### src/rtl/clock_domain_import_fifo_if.sv
// Bundles the source-domain toggle handshake and the destination-side FIFO
// drain port of clock_domain_import_fifo.
interface clock_domain_import_fifo_if #(
  parameter int pBits  = 8,
  parameter int pDepth = 4
);
  logic                           cdc_req;
  logic [pBits-1:0]               cdc_data;
  logic                           cdc_ack;
  logic [pBits-1:0]               data;
  logic                           valid;
  logic                           ready;
  logic [$clog2(pDepth+1)-1:0]    level;
  logic                           stall;

  modport slave (
    input  cdc_req, cdc_data, ready,
    output cdc_ack, data, valid, level, stall
  );

  modport master (
    output cdc_req, cdc_data, ready,
    input  cdc_ack, data, valid, level, stall
  );
endinterface

### src/rtl/clock_domain_import_fifo.sv
// Destination endpoint of a two-phase req/ack CDC handshake feeding a local
// first-word-fall-through FIFO; a full FIFO withholds ack to stall the source.
module clock_domain_import_fifo #(
  parameter int pBits       = 8,
  parameter int pDepth      = 4,
  parameter int pSyncStages = 2
) (
  input  logic                   clk,
  input  logic                   rst_n,
  clock_domain_import_fifo_if.slave bus
);

  localparam int AW = $clog2(pDepth);
  localparam int LW = $clog2(pDepth + 1);

  logic [pSyncStages-1:0] sync_q, sync_d;
  logic                   ack_q, ack_d;
  logic [AW-1:0]          wr_ptr_q, wr_ptr_d;
  logic [AW-1:0]          rd_ptr_q, rd_ptr_d;
  logic [LW-1:0]          level_q, level_d;
  logic [pBits-1:0]       mem_q [pDepth];

  logic req_sync;
  logic pending;
  logic full;
  logic empty;
  logic push;
  logic pop;

  assign req_sync = sync_q[pSyncStages-1];

  always_comb begin
    sync_d   = {sync_q[pSyncStages-2:0], bus.cdc_req};
    pending  = (req_sync != ack_q);
    full     = (level_q == LW'(pDepth));
    empty    = (level_q == '0);
    // A push is refused while full even if a pop frees a slot on the same edge.
    push     = pending && !full;
    pop      = !empty && bus.ready;
    ack_d    = push ? req_sync : ack_q;
    wr_ptr_d = push ? wr_ptr_q + AW'(1) : wr_ptr_q;
    rd_ptr_d = pop  ? rd_ptr_q + AW'(1) : rd_ptr_q;
    level_d  = level_q;
    case ({push, pop})
      2'b10:   level_d = level_q + LW'(1);
      2'b01:   level_d = level_q - LW'(1);
      default: level_d = level_q;
    endcase
  end

  always_ff @(posedge clk or negedge rst_n) begin
    if (!rst_n) begin
      sync_q   <= '0;
      ack_q    <= 1'b0;
      wr_ptr_q <= '0;
      rd_ptr_q <= '0;
      level_q  <= '0;
    end else begin
      sync_q   <= sync_d;
      ack_q    <= ack_d;
      wr_ptr_q <= wr_ptr_d;
      rd_ptr_q <= rd_ptr_d;
      level_q  <= level_d;
    end
  end

  // Storage carries no reset; its contents only matter while valid is high.
  always_ff @(posedge clk) begin
    if (push) mem_q[wr_ptr_q] <= bus.cdc_data;
  end

  assign bus.cdc_ack = ack_q;
  assign bus.data    = mem_q[rd_ptr_q];
  assign bus.valid   = !empty;
  assign bus.level   = level_q;
  assign bus.stall   = pending && full;

endmodule

### src/flat_wrapper.sv
// flat-port wrapper written by rule: the top's interface ports become plain ports
module clock_domain_import_fifo_flat 
#(
  parameter int pBits       = 8,
  parameter int pDepth      = 4,
  parameter int pSyncStages = 2
)
  (clk, rst_n, bus_cdc_req, bus_cdc_data, bus_ready, bus_cdc_ack, bus_data, bus_valid, bus_level, bus_stall);
  clock_domain_import_fifo_if #(.pBits(pBits), .pDepth(pDepth)) bus_i ();
  input  logic clk;
  input  logic rst_n;
  input wire logic [$bits(bus_i.cdc_req)-1:0] bus_cdc_req;
  input wire logic [$bits(bus_i.cdc_data)-1:0] bus_cdc_data;
  input wire logic [$bits(bus_i.ready)-1:0] bus_ready;
  output wire logic [$bits(bus_i.cdc_ack)-1:0] bus_cdc_ack;
  output wire logic [$bits(bus_i.data)-1:0] bus_data;
  output wire logic [$bits(bus_i.valid)-1:0] bus_valid;
  output wire logic [$bits(bus_i.level)-1:0] bus_level;
  output wire logic [$bits(bus_i.stall)-1:0] bus_stall;
  assign bus_i.cdc_req = bus_cdc_req;
  assign bus_i.cdc_data = bus_cdc_data;
  assign bus_i.ready = bus_ready;
  assign bus_cdc_ack = bus_i.cdc_ack;
  assign bus_data = bus_i.data;
  assign bus_valid = bus_i.valid;
  assign bus_level = bus_i.level;
  assign bus_stall = bus_i.stall;
  clock_domain_import_fifo #(.pBits(pBits), .pDepth(pDepth), .pSyncStages(pSyncStages)) u_core (.clk(clk), .rst_n(rst_n), .bus(bus_i));
endmodule
### config.mk
export PLATFORM = sky130hd
export DESIGN_NAME = clock_domain_import_fifo_flat
export DESIGN_NICKNAME = d
export VERILOG_FILES = /design/src/rtl/clock_domain_import_fifo_if.sv /design/src/rtl/clock_domain_import_fifo.sv /design/src/flat_wrapper.sv
export SDC_FILE = /design/constraint.sdc
export NUM_CORES = 1
export LEC_CHECK = 0
export CAP_MARGIN = 20
export CORE_MARGIN = 2
export CORE_UTILIZATION = 45
export CTS_CLUSTER_SIZE = 10
export DETAILED_ROUTE_END_ITERATION = 6
export PLACE_DENSITY_LB_ADDON = 0.08
export RECOVER_POWER = 50
export SYNTH_ARGS = -nofsm -noshare
export SYNTH_HDL_FRONTEND = slang
export SYNTH_SLANG_ARGS = --single-unit
### constraint.sdc
create_clock -name clk -period 2.4 [get_ports clk]
set_clock_uncertainty 0.1 [all_clocks]
set_input_delay 0.48 -clock clk [delete_from_list [all_inputs] [get_ports clk]]
set_output_delay 0.48 -clock clk [all_outputs]
set_load 0.01 [all_outputs]
==> out/qor.log, run 1 <==
[run_status] outcome completed
[global_route] first-pass GRT wire length 4.450 mm
[route] Detail Route Antenna Nets 0
[global_route] global-route total usage across every layer 15.02%
[worst_setup_path] crit start category flip-flop
[synth] gate count of the mapped netlist 87
[die] floorplan die width 65.22 um
[timing] Slew Limit Fails 0
[cells_and_area] layout overhead on the synthesized area 25.67%
[clock_tree] buffers from clock root to sink, at most 2
[worst_setup_path] critical path peak fanout 6
[synth] average footprint of a synthesized cell 19.39 sq um
[die] area of the die 4254 sq um
[flow_run] max cap viols 0
[die] number of primary I/O pins 26
[worst_setup_path] type of destination of the critical path output port
[die] initial standard-cell utilization of the core 46.42%
[worst_setup_path] signal arrival time at the worst endpoint 1.66 ns
[worst_setup_path] R2R setup slack 0.25 ns
[power_and_ir_drop] worst vdd ir 0.0006002 V
[cells_and_area] ANT cells 0
[placed_design] estimated wirelength of the detail-placed design 1.893 mm
[route] Met2 Wirelength 1.268 mm
[timing] final count of negative-setup-slack endpoints 0
[route] initial drt markers 37
[clock_tree] hold buffer count at CTS 0
[route] total met3 wirelength after detailed routing 130 um
[power_and_ir_drop] Static Leak 0.0008107 uW
[timing] min cycle time layout 2.240 ns
[route] total DRC errors in the routed layout 0
[synth] Seq/Total Area, Yosys 71.81%
[synth] count of yosys warnings during synthesis 0
[route] detailed-route vias per instance 4.988
[die] core area 3633 sq um
[cells_and_area] fill cell instance count of the final layout 297
[cells_and_area] share of cells above drive strength 1 14.88%
[cells_and_area] utilization after layout 58.33%
[cells_and_area] footprint of the multi-input gates 437.9 sq um
[clock_tree] clock slew at the register clock pins of the worst setup and hold paths 0.07 ns
[cells_and_area] number of nets in the final layout 138
[route] routed vias 843
[clock_tree] Inserted Clock Buffers 5
[global_route] largest net degree at the start of global routing 13
[power_and_ir_drop] ratio of total power to cell area 1252 nW/um^2
[die] Die H 65.22 um
[clock_tree] insertion delay of the later-clocked pin in the worst-skew pair 0.29 ns
[worst_setup_path] Critical Setup Path Class flip-flop to output port
[route] routed wire length 2.649 mm
[global_route] vias in the first global route 912
[clock_tree] Resized Gates After CTS 3
[clock_tree] clk sinks 42
[clock_tree] Setup Buffers After CTS 0
[timing] relative slew slack 70.35%
[timing] achievable clock frequency 446.5 MHz
[route] drt wl/cell 15.67 um
[hold_path] Tightest Hold Check Type flip-flop to flip-flop
[worst_setup_path] Req. time, crit path 1.82 ns
[timing] Setup Total Neg Slack 0 ns
[timing] part of the cycle the worst path needs 93.32%
[route] highest metal layer used by the detailed router met4
[synth] area of the mapped netlist 1687 sq um
[global_route] number of antenna violations at the first check in global routing 0
[synth] net count after synthesis 105
[route] detailed-route wire length on metal 1 1.195 mm
[synth] FF+latch count, synth 42
[timing] unrepaired setup endpoints after global routing false
[clock_tree] CTS tree done
[synth] post-synthesis cell type count 20
[global_route] global route overflow 0
[clock_tree] cell at the root of the clock tree sky130_fd_sc_hd__clkbuf_8
[placed_design] count of buffers inserted at the top-level ports 25
[timing] Slew @ Worst Pin 0.4433 ns
[die] row cnt 22
[clock_tree] H-tree depth 2
[cells_and_area] top library cells by usage in the layout, fill and taps aside sky130_fd_sc_hd__edfxtp_1 (32), sky130_fd_sc_hd__dlygate4sd3_1 (11), sky130_fd_sc_hd__dfrtp_1 (10)
[cells_and_area] FF/Latch Area 1211 sq um
[placed_design] RePlAce Congestion 0.7415
[timing] Hold Fails Final Rpt 0
[route] First-pass DRT Iterations 3
[cells_and_area] commonest non-fill, non-tap cell in the layout sky130_fd_sc_hd__edfxtp_1
[Yosys cell counts]
cell	instances	area, sq um
sky130_fd_sc_hd__a21oi_4	1	16.27
sky130_fd_sc_hd__ha_1	5	62.56
sky130_fd_sc_hd__and2_1	4	25.02
sky130_fd_sc_hd__mux4_2	8	180.2
sky130_fd_sc_hd__nor2_2	1	6.260
sky130_fd_sc_hd__clkbuf_2	1	5.000
sky130_fd_sc_hd__edfxtp_1	32	960.9
sky130_fd_sc_hd__nand2_1	3	11.26
sky130_fd_sc_hd__inv_1	6	22.52
sky130_fd_sc_hd__mux2_1	1	11.26
sky130_fd_sc_hd__xnor2_1	4	35.03
sky130_fd_sc_hd__mux2_4	1	15.01
sky130_fd_sc_hd__o21ai_0	1	5.000
sky130_fd_sc_hd__buf_6	1	11.26
sky130_fd_sc_hd__nor2_1	2	7.510
sky130_fd_sc_hd__dfrtp_1	10	250.2
sky130_fd_sc_hd__or3_1	1	6.260
sky130_fd_sc_hd__fa_1	1	20.02
sky130_fd_sc_hd__xor2_1	3	26.28
sky130_fd_sc_hd__o31a_1	1	8.760
[final cells by class]
type / count / area share [%]
Tap cell: 48 / 2.834
Sequential cell: 42 / 57.14
Multi-Input combinational cell: 37 / 20.66
Clock inverter: 1 / 1.417
Timing Repair Buffer: 28 / 13.28
Clock buffer: 7 / 3.601
Inverter: 6 / 1.063
[stage by stage]
| stage | std cells | power (uW) | hold WS (ns) | cell area [sq um] | setup WS, ns |
|---|---|---|---|---|---|
| floorplan | 87 | 1757 | 0.08441 | 1687 | 0.4178 |
| global placement | 161 | 2157 | 0.2418 | 2003 | 0.1576 |
| detailed placement | 161 | 2205 | 0.2457 | 2003 | 0.06093 |
| CTS | 169 | 2720 | 0.2736 | 2106 | 0.00008915 |
| global route | 169 | 2845 | 0.2897 | 2120 | 0.02939 |
| finish | 169 | 2653 | 0.2670 | 2120 | 0.1604 |
[state kept, by name (all words and copies together), names as in the netlist]
name	flops
u_core.bus.cdc_ack	1
u_core.wr_ptr_q	2
u_core.rd_ptr_q	2
u_core.sync_q	2
u_core.mem_q	32
u_core.bus.level	3
[critical path, cell delays in order, from the launching register on]
cell and delay (ns):
sky130_fd_sc_hd__dfrtp_1 0.48, sky130_fd_sc_hd__nor2_4 0.17, sky130_fd_sc_hd__nand2_1 0.09, sky130_fd_sc_hd__nor2_1 0.10
sky130_fd_sc_hd__clkdlybuf4s50_1 0.54
[cells by family (layout without fill, tap and decap cells)]
group,Yosys count,in the layout,share of synthesized area [%]
flip-flops,42,42,71.81
AND/OR/NAND/NOR,11,11,3.339
multiplexers,10,10,12.24
buffers and inverters,8,42,2.299
XOR/XNOR,7,7,3.635
adder cells (fa/ha/maj),6,6,4.896
AO/OA/AOI/OAI,3,3,1.780
[power breakdown]
group	total, uW	internal, uW	switching, uW	leakage, uW
Combinational	970	527	443	0.000348
Sequential	1150	1010	144	0.000410
Clock	534	311	223	0.0000524
Total	2650	1840	810	0.000811
[worst paths after layout]
check,startpoint,depth (start not counted),end
setup / recovery,u_core.bus.level[0],4,bus_stall
hold / removal,u_core.sync_q[0],0,u_core.sync_q[1]
setup reg to reg,u_core.bus.cdc_ack,9,u_core.bus.level[2]
hold reg to reg,u_core.sync_q[0],0,u_core.sync_q[1]
max in group asynchronous,rst_n,1,u_core.rd_ptr_q[1]
min in group asynchronous,rst_n,1,u_core.bus.level[1]
[per-layer routing]
layer,GRT usage (%),vias up
met5,0,-
met4,7.031,0
met3,5.308,7
met2,22.83,19
met1,19.41,429
li1,-,388
No activity file was read; power rests on OpenSTA's default activity.
==> inputs of run 2 (changes only) <==
--- a/config.mk
+++ b/config.mk
@@ -10,6 +10,7 @@
 export CORE_UTILIZATION = 45
 export CTS_CLUSTER_SIZE = 10
 export DETAILED_ROUTE_END_ITERATION = 6
+export GPL_TIMING_DRIVEN = 0
 export PLACE_DENSITY_LB_ADDON = 0.08
 export RECOVER_POWER = 50
 export SYNTH_ARGS = -nofsm -noshare
==> run 2 against run 1 <==
Count of clock-buffer cells in the layout down 2. Combinational power increased by 2.5%. Register-to-register slack barely moved. Power decreased by 5.8%. Largest cell class unchanged. Sequential share of layout area grew 1.4 points.
==> out/qor.log, run 2 (synthesized netlist as in run 1, its figures left out) <==
[run_status] outcome completed
[power_and_ir_drop] Clock power frac 16.3% [-3.8 points]
[worst_setup_path] Critical Setup Path Class flip-flop to output port
[global_route] largest net degree at the start of global routing 13 [unchanged]
[clock_tree] H-tree depth 2 [unchanged]
[placed_design] estimated wirelength of the detail-placed design 1.734 mm [-8.4%]
[worst_setup_path] first element of the critical path u_core.rd_ptr_q[0]
[worst_setup_path] RR Endpoint u_core.bus.level[2]
[worst_setup_path] type of destination of the critical path output port
[global_route] vias in the first global route 869 [-4.7%]
[global_route] global-route total usage across every layer 13.71% [-1.3 points]
[worst_setup_path] signal arrival time at the worst endpoint 1.62 ns [-0.04 ns]
[clock_tree] buffers from clock root to sink, at most 2 [unchanged]
[cells_and_area] number of nets in the final layout 137 [-0.72%]
[power_and_ir_drop] internal power 1727 uW [-6.3%]
[timing] Hold Fails Final Rpt 0 [unchanged]
[die] row cnt 22 [unchanged]
[worst_setup_path] crit start category flip-flop
[worst_setup_path] buffering stage count on the worst path with inverters included 2 [+1]
[power_and_ir_drop] fraction of power spent switching nets 30.94% [+0.41 points]
[route] drt wl/cell 15.11 um [-3.6%]
[clock_tree] clock slew at the register clock pins of the worst setup and hold paths 0.07 ns [about the same]
[die] number of primary I/O pins 26 [unchanged]
[timing] min cycle time layout 2.195 ns [-0.04449 ns]
[clock_tree] insertion delay of the later-clocked pin in the worst-skew pair 0.28 ns [about the same]
[route] routed vias 822 [-2.5%]
[power_and_ir_drop] share of total power in sequential cells 44.0% [+0.7 points]
[placed_design] count of buffers inserted at the top-level ports 25 [unchanged]
[timing] Setup Total Neg Slack 0 ns [unchanged]
[timing] worst hold-check slack 0.2571 ns [-0.009866 ns]
[placed_design] area of placed instances 1997 sq um [-0.31%]
[route] detailed-route vias per instance 4.893 [-1.9%]
[cells_and_area] number of flip-flops in the largest register 32 [unchanged]
[timing] relative slew slack 65.53% [-4.8 points]
[worst_setup_path] Critical Path, Cell by Cell buf_12 -> mux4_2 -> dlygate4sd2_1
[cells_and_area] share of cells above drive strength 1 13.33% [-1.5 points]
[worst_setup_path] worst reg2reg path depth 9 [unchanged]
[global_route] first-pass GRT wire length 4.167 mm [-6.4%]
[cells_and_area] layout overhead on the synthesized area 22.70%
[clock_tree] Inserted Clock Buffers 5 [unchanged]
[worst_setup_path] master of the slowest instance on the critical path sky130_fd_sc_hd__mux4_2
[worst_setup_path] Req. time, crit path 1.82 ns [about the same]
[die] initial standard-cell utilization of the core 46.42% [unchanged]
[timing] part of the cycle the worst path needs 91.46% [-1.9 points]
[cells_and_area] area of all placed cells without fillers 2069 sq um [-2.4%]
[route] initial drt markers 27 [-27%]
[power_and_ir_drop] worst vdd ir 0.0007183 V [+20%]
[power_and_ir_drop] P_sw 773.8 uW [-4.5%]
[power_and_ir_drop] combinational power share 39.8% [+3.2 points]
[worst_setup_path] maximum cell stage delay along the critical path 0.51 ns [-0.03 ns]
[cells_and_area] top library cells by usage in the layout, fill and taps aside sky130_fd_sc_hd__edfxtp_1 (32), sky130_fd_sc_hd__dlygate4sd3_1 (11), sky130_fd_sc_hd__dfrtp_1 (10)
[clock_tree] clk sinks 42 [unchanged]
[clock_tree] CTS tree done
[timing] Slew @ Worst Pin 0.5171 ns [+0.07381 ns]
[cells_and_area] Reg with most FFs u_core.mem_q
[timing] Slew Limit Fails 0 [unchanged]
[cells_and_area] FF/Latch Area 1211 sq um [unchanged]
[route] total DRC errors in the routed layout 0 [unchanged]
[die] Die H 65.22 um [unchanged]
[cells_and_area] footprint of the multi-input gates 422.9 sq um [-3.4%]
[hold_path] Tightest Hold Check Type flip-flop to flip-flop
[cells_and_area] fill cell instance count of the final layout 304 [+2.4%]
[die] core area 3633 sq um [unchanged]
[worst_setup_path] R2R setup slack 0.26 ns [about the same]
[worst_setup_path] crit path to bus_data[2]
[timing] final count of negative-setup-slack endpoints 0 [unchanged]
[power_and_ir_drop] ratio of total power to cell area 1208 nW/um^2 [-3.5%]
[global_route] number of antenna violations at the first check in global routing 0 [unchanged]
[worst_setup_path] critical path peak fanout 10 [+4]
[clock_tree] cell at the root of the clock tree sky130_fd_sc_hd__clkbuf_8
[worst_setup_path] number of cells on the critical path 3 [-1]
[worst_setup_path] Top Family by Delay on Critical Path multiplexers
[flow_run] max cap viols 0 [unchanged]
[timing] achievable clock frequency 455.6 MHz [+2.0%]
[die] area of the die 4254 sq um [unchanged]
[die] floorplan die width 65.22 um [unchanged]
[route] routed wire length 2.538 mm [-4.2%]
[worst_setup_path] worst reg2reg startpoint u_core.bus.level[0]
[global_route] global route overflow 0 [unchanged]
[route] First-pass DRT Iterations 3 [unchanged]
[timing] unrepaired setup endpoints after global routing false
[clock_tree] hold buffer count at CTS 0 [unchanged]
[cells_and_area] commonest non-fill, non-tap cell in the layout sky130_fd_sc_hd__edfxtp_1
[placed_design] RePlAce Congestion 0.7116 [-4.0%]
[route] Detail Route Antenna Nets 0 [unchanged]
[cells_and_area] ANT cells 0 [unchanged]
[power_and_ir_drop] Static Leak 0.0007785 uW [-4.0%]
[run 2: cell count changes in the layout (fill, tap and decap cells not counted), sizes merged]
cell / change
clkinv: +3
dlygate4sd2: +3
dlymetal6s2s: -3
clkbuf: -2
buf: -1
bufinv: -1
[run 2: timing repair]
item	in CTS	in global routing
cloned	0	0
endpoints found under the setup margin	7	2
pin swaps	0	0
setup buffers	0	0
resized for setup	7	3
[run 2: worst reg2reg max path: cells and delay by family, from the launching register on]
family | cells | cell delay [ns]
compound gates | 1 | 0.45
fa+ha+maj | 2 | 0.41
simple gates | 2 | 0.15
xor+xnor | 2 | 0.30
buf+inv | 2 | 0.18
flops | 1 | 0.44
[run 2: final cells by class]
type                       count  share of cell area [%]
clock inverter                 3                  0.5441
timing repair buffer          25                   11.97
inverter                       6                   1.088
buffer                         2                   1.209
tap                           48                   2.902
sequential                    42                   58.52
multi-input combinational     37                   20.44
clock buffer                   5                   3.325
[run 2: routing by layer]
metal	wire length, um	vias up	GRT usage [%]
met5	0	-	0
met4	25	0	6.250
met3	128	2	4.795
met2	1278	20	21.56
met1	1105	416	17.16
li1	-	384	-
[run 2: worst min path at each step]
stage                                 from            endpoint  slack, ns  cells past startpoint
after floorplan                      rst_n  u_core.bus.cdc_ack       0.08                      0
after global placement    u_core.sync_q[0]    u_core.sync_q[1]       0.24                      0
after detailed placement  u_core.sync_q[0]    u_core.sync_q[1]       0.24                      0
after CTS                 u_core.sync_q[0]    u_core.sync_q[1]       0.26                      0
after global routing      u_core.sync_q[0]    u_core.sync_q[1]       0.27                      0
final                     u_core.sync_q[0]    u_core.sync_q[1]       0.26                      0
[run 2: stage by stage]
stage	setup slack, ns	utilization [%]	std cells	total power (uW)
floorplan	0.4178	-	87	1757
global placement	0.05576	54.96	160	2149
detailed placement	0.0003817	54.96	160	2199
CTS	0.001898	57.06	168	2571
global route	0.01042	56.96	168	2678
finish	0.2049	56.96	168	2501
[run 2: power groups by stage]
stage | combinational (uW) | sequential (uW) | clock (uW)
6_report | 994 | 1100 | 407
5_1_grt | 1100 | 1120 | 455
3_3_place_gp | 1040 | 1110 | 0
2_1_floorplan | 644 | 1110 | 0
4_1_cts | 1040 | 1110 | 425
3_5_place_dp | 1080 | 1120 | 0
==> inputs of run 3 (changes only) <==
--- a/config.mk
+++ b/config.mk
@@ -6,7 +6,8 @@
 export NUM_CORES = 1
 export LEC_CHECK = 0
 export CAP_MARGIN = 20
-export CORE_MARGIN = 2
+export CORE_ASPECT_RATIO = 1.75
+export CORE_MARGIN = 8
 export CORE_UTILIZATION = 45
 export CTS_CLUSTER_SIZE = 10
 export DETAILED_ROUTE_END_ITERATION = 6
==> run 3 against run 2 <==
Worst hold slack about the same. Clock power increased by 3%. Via count increased by 1.3%. Combinational power decreased by 2.2%. Setup slack lost 0.019 ns. Non-clock buffer count did not move. Count of clock-buffer cells in the layout grew 1. Core utilization shrank 0.20 points. First-iteration DRC count decreased by 67%. Sequential power barely moved. Design area shrank 0.48%. Highest routed layer unchanged.
==> out/qor.log, run 3 (synthesized netlist as in run 1, its figures left out) <==
[timing] achievable clock frequency 451.6 MHz [-0.87%]
[global_route] number of antenna violations at the first check in global routing 0 [unchanged]
[timing] Slew @ Worst Pin 0.5425 ns [+0.02535 ns]
[clock_tree] CTS tree done
[global_route] largest net degree at the start of global routing 13 [unchanged]
[die] area of the die 6040 sq um [+42%]
[die] core area 3628 sq um [-0.14%]
[global_route] global-route total usage across every layer 10.55% [-3.2 points]
[cells_and_area] area of all placed cells without fillers 2059 sq um [-0.48%]
[cells_and_area] ANT cells 0 [unchanged]
[global_route] vias in the first global route 992 [+14%]
[global_route] global route overflow 0 [unchanged]
[clock_tree] insertion delay of the later-clocked pin in the worst-skew pair 0.28 ns [about the same]
[power_and_ir_drop] worst vdd ir 0.0007026 V [-2.2%]
[worst_setup_path] type of destination of the critical path output port
[die] floorplan die width 62.28 um [-4.5%]
[placed_design] count of buffers inserted at the top-level ports 25 [unchanged]
[clock_tree] cell at the root of the clock tree sky130_fd_sc_hd__clkbuf_8
[clock_tree] buffers from clock root to sink, at most 2 [unchanged]
[power_and_ir_drop] ratio of total power to cell area 1218 nW/um^2 [+0.79%]
[die] number of primary I/O pins 26 [unchanged]
[global_route] first-pass GRT wire length 4.968 mm [+19%]
[timing] final count of negative-setup-slack endpoints 0 [unchanged]
[cells_and_area] layout overhead on the synthesized area 22.11%
[timing] relative slew slack 63.84% [-1.7 points]
[worst_setup_path] worst reg2reg startpoint u_core.bus.level[0]
[hold_path] Tightest Hold Check Type flip-flop to flip-flop
[route] initial drt markers 9 [-67%]
[worst_setup_path] critical path peak fanout 6 [-4]
[die] Die H 96.99 um [+49%]
[cells_and_area] number of nets in the final layout 137 [unchanged]
[worst_setup_path] Critical Path, Cell by Cell or3_1 -> clkdlybuf4s50_1
[timing] Setup Total Neg Slack 0 ns [unchanged]
[route] First-pass DRT Iterations 4 [+1]
[clock_tree] Setup Buffers After CTS 0 [unchanged]
[worst_setup_path] master of the slowest instance on the critical path sky130_fd_sc_hd__clkdlybuf4s50_1
[route] drt wl/cell 17.56 um [+16%]
[cells_and_area] number of flip-flops in the largest register 32 [unchanged]
[timing] min cycle time layout 2.214 ns [+0.01922 ns]
[route] total DRC errors in the routed layout 0 [unchanged]
[clock_tree] H-tree depth 2 [unchanged]
[cells_and_area] commonest non-fill, non-tap cell in the layout sky130_fd_sc_hd__edfxtp_1
[timing] Hold Fails Final Rpt 0 [unchanged]
[placed_design] RePlAce Congestion 0.6779 [-4.7%]
[run_status] outcome completed
[worst_setup_path] crit start category flip-flop
[placed_design] Placement Setup Slack 0.03560 ns [+0.03522 ns]
[clock_tree] clock slew at the register clock pins of the worst setup and hold paths 0.07 ns [about the same]
[cells_and_area] Reg with most FFs u_core.mem_q
[clock_tree] clk sinks 42 [unchanged]
[timing] unrepaired setup endpoints after global routing false
[worst_setup_path] Top Family by Delay on Critical Path buffers and inverters
[clock_tree] hold buffer count at CTS 0 [unchanged]
[cells_and_area] fill cell instance count of the final layout 294 [-3.3%]
[route] detailed-route vias per instance 5.018 [+2.6%]
[route] routed vias 833 [+1.3%]
[power_and_ir_drop] Static Leak 0.0007598 uW [-2.4%]
[clock_tree] Resized Gates After CTS 9 [+2]
[timing] final worst setup slack 0.1857 ns [-0.01922 ns]
[placed_design] estimated wirelength of the detail-placed design 2.109 mm [+22%]
[placed_design] area of placed instances 1994 sq um [-0.13%]
[timing] part of the cycle the worst path needs 92.26% [+0.80 points]
[worst_setup_path] buffering stage count on the worst path with inverters included 1 [-1]
[die] initial standard-cell utilization of the core 46.48% [+0.064 points]
[cells_and_area] share of cells above drive strength 1 14.17% [+0.83 points]
[cells_and_area] utilization after layout 56.76% [-0.20 points]
[worst_setup_path] Req. time, crit path 1.82 ns [about the same]
[die] row cnt 29 [+32%]
[worst_setup_path] first element of the critical path u_core.bus.level[0]
[worst_setup_path] maximum cell stage delay along the critical path 0.49 ns [-0.02 ns]
[clock_tree] Inserted Clock Buffers 5 [unchanged]
[hold_path] launch instance of the worst min-delay path u_core.sync_q[0]
[cells_and_area] top library cells by usage in the layout, fill and taps aside sky130_fd_sc_hd__edfxtp_1 (32), sky130_fd_sc_hd__dlygate4sd3_1 (11), sky130_fd_sc_hd__dfrtp_1 (10)
[power_and_ir_drop] Total Power 2508 uW [+0.31%]
[flow_run] max cap viols 0 [unchanged]
[worst_setup_path] Critical Setup Path Class flip-flop to output port
[route] routed wire length 2.915 mm [+15%]
[timing] Slew Limit Fails 0 [unchanged]
[route] Detail Route Antenna Nets 0 [unchanged]
[worst_setup_path] signal arrival time at the worst endpoint 1.63 ns [about the same]
==> run 3: final timing paths <==
path	to	slack [ns]	cells past startpoint
max	bus_valid	0.19	2
min	u_core.sync_q[1]	0.26	0
max reg2reg	u_core.bus.level[1]	0.23	7
min reg2reg	u_core.sync_q[1]	0.26	0
max in group asynchronous	u_core.wr_ptr_q[1]	1.38	1
min in group asynchronous	u_core.bus.level[1]	0.49	1
==> run 3: cell type report <==
cell class | count | area (sq um) | share of cell area, %
Buffer | 2 | 20.02 | 0.9721
Clock buffer | 6 | 72.57 | 3.524
Clock inverter | 2 | 8.758 | 0.4253
Inverter | 6 | 22.52 | 1.094
Multi-Input combinational cell | 37 | 426.7 | 20.72
Sequential cell | 42 | 1211 | 58.81
Tap cell | 46 | 57.56 | 2.795
Timing Repair Buffer | 25 | 240.2 | 11.66
==> run 3: layer usage <==
metal  track usage, %  vias up  part of all wire [%]
met2            19.47       25                    52
met1            10.01      419                    40
met3            3.695        6                   5.5
met5                0        -                     0
li1                 -      383                     -
met4            4.770        0                   2.0
==> run 3: per-stage QoR <==
step / hold slack, ns / std cells
after CTS: 0.2600 / 166
final: 0.2570 / 166
after detailed placement: 0.2436 / 158
after floorplan: 0.08441 / 87
after global placement: 0.2417 / 158
after global routing: 0.2794 / 166
==> run 3: power breakdown <==
group	total [uW]	leakage, uW	internal (uW)	switching (uW)
combinational	972	0.000307	498	473
sequential	1120	0.000410	1010	111
clock	419	0.0000426	200	219
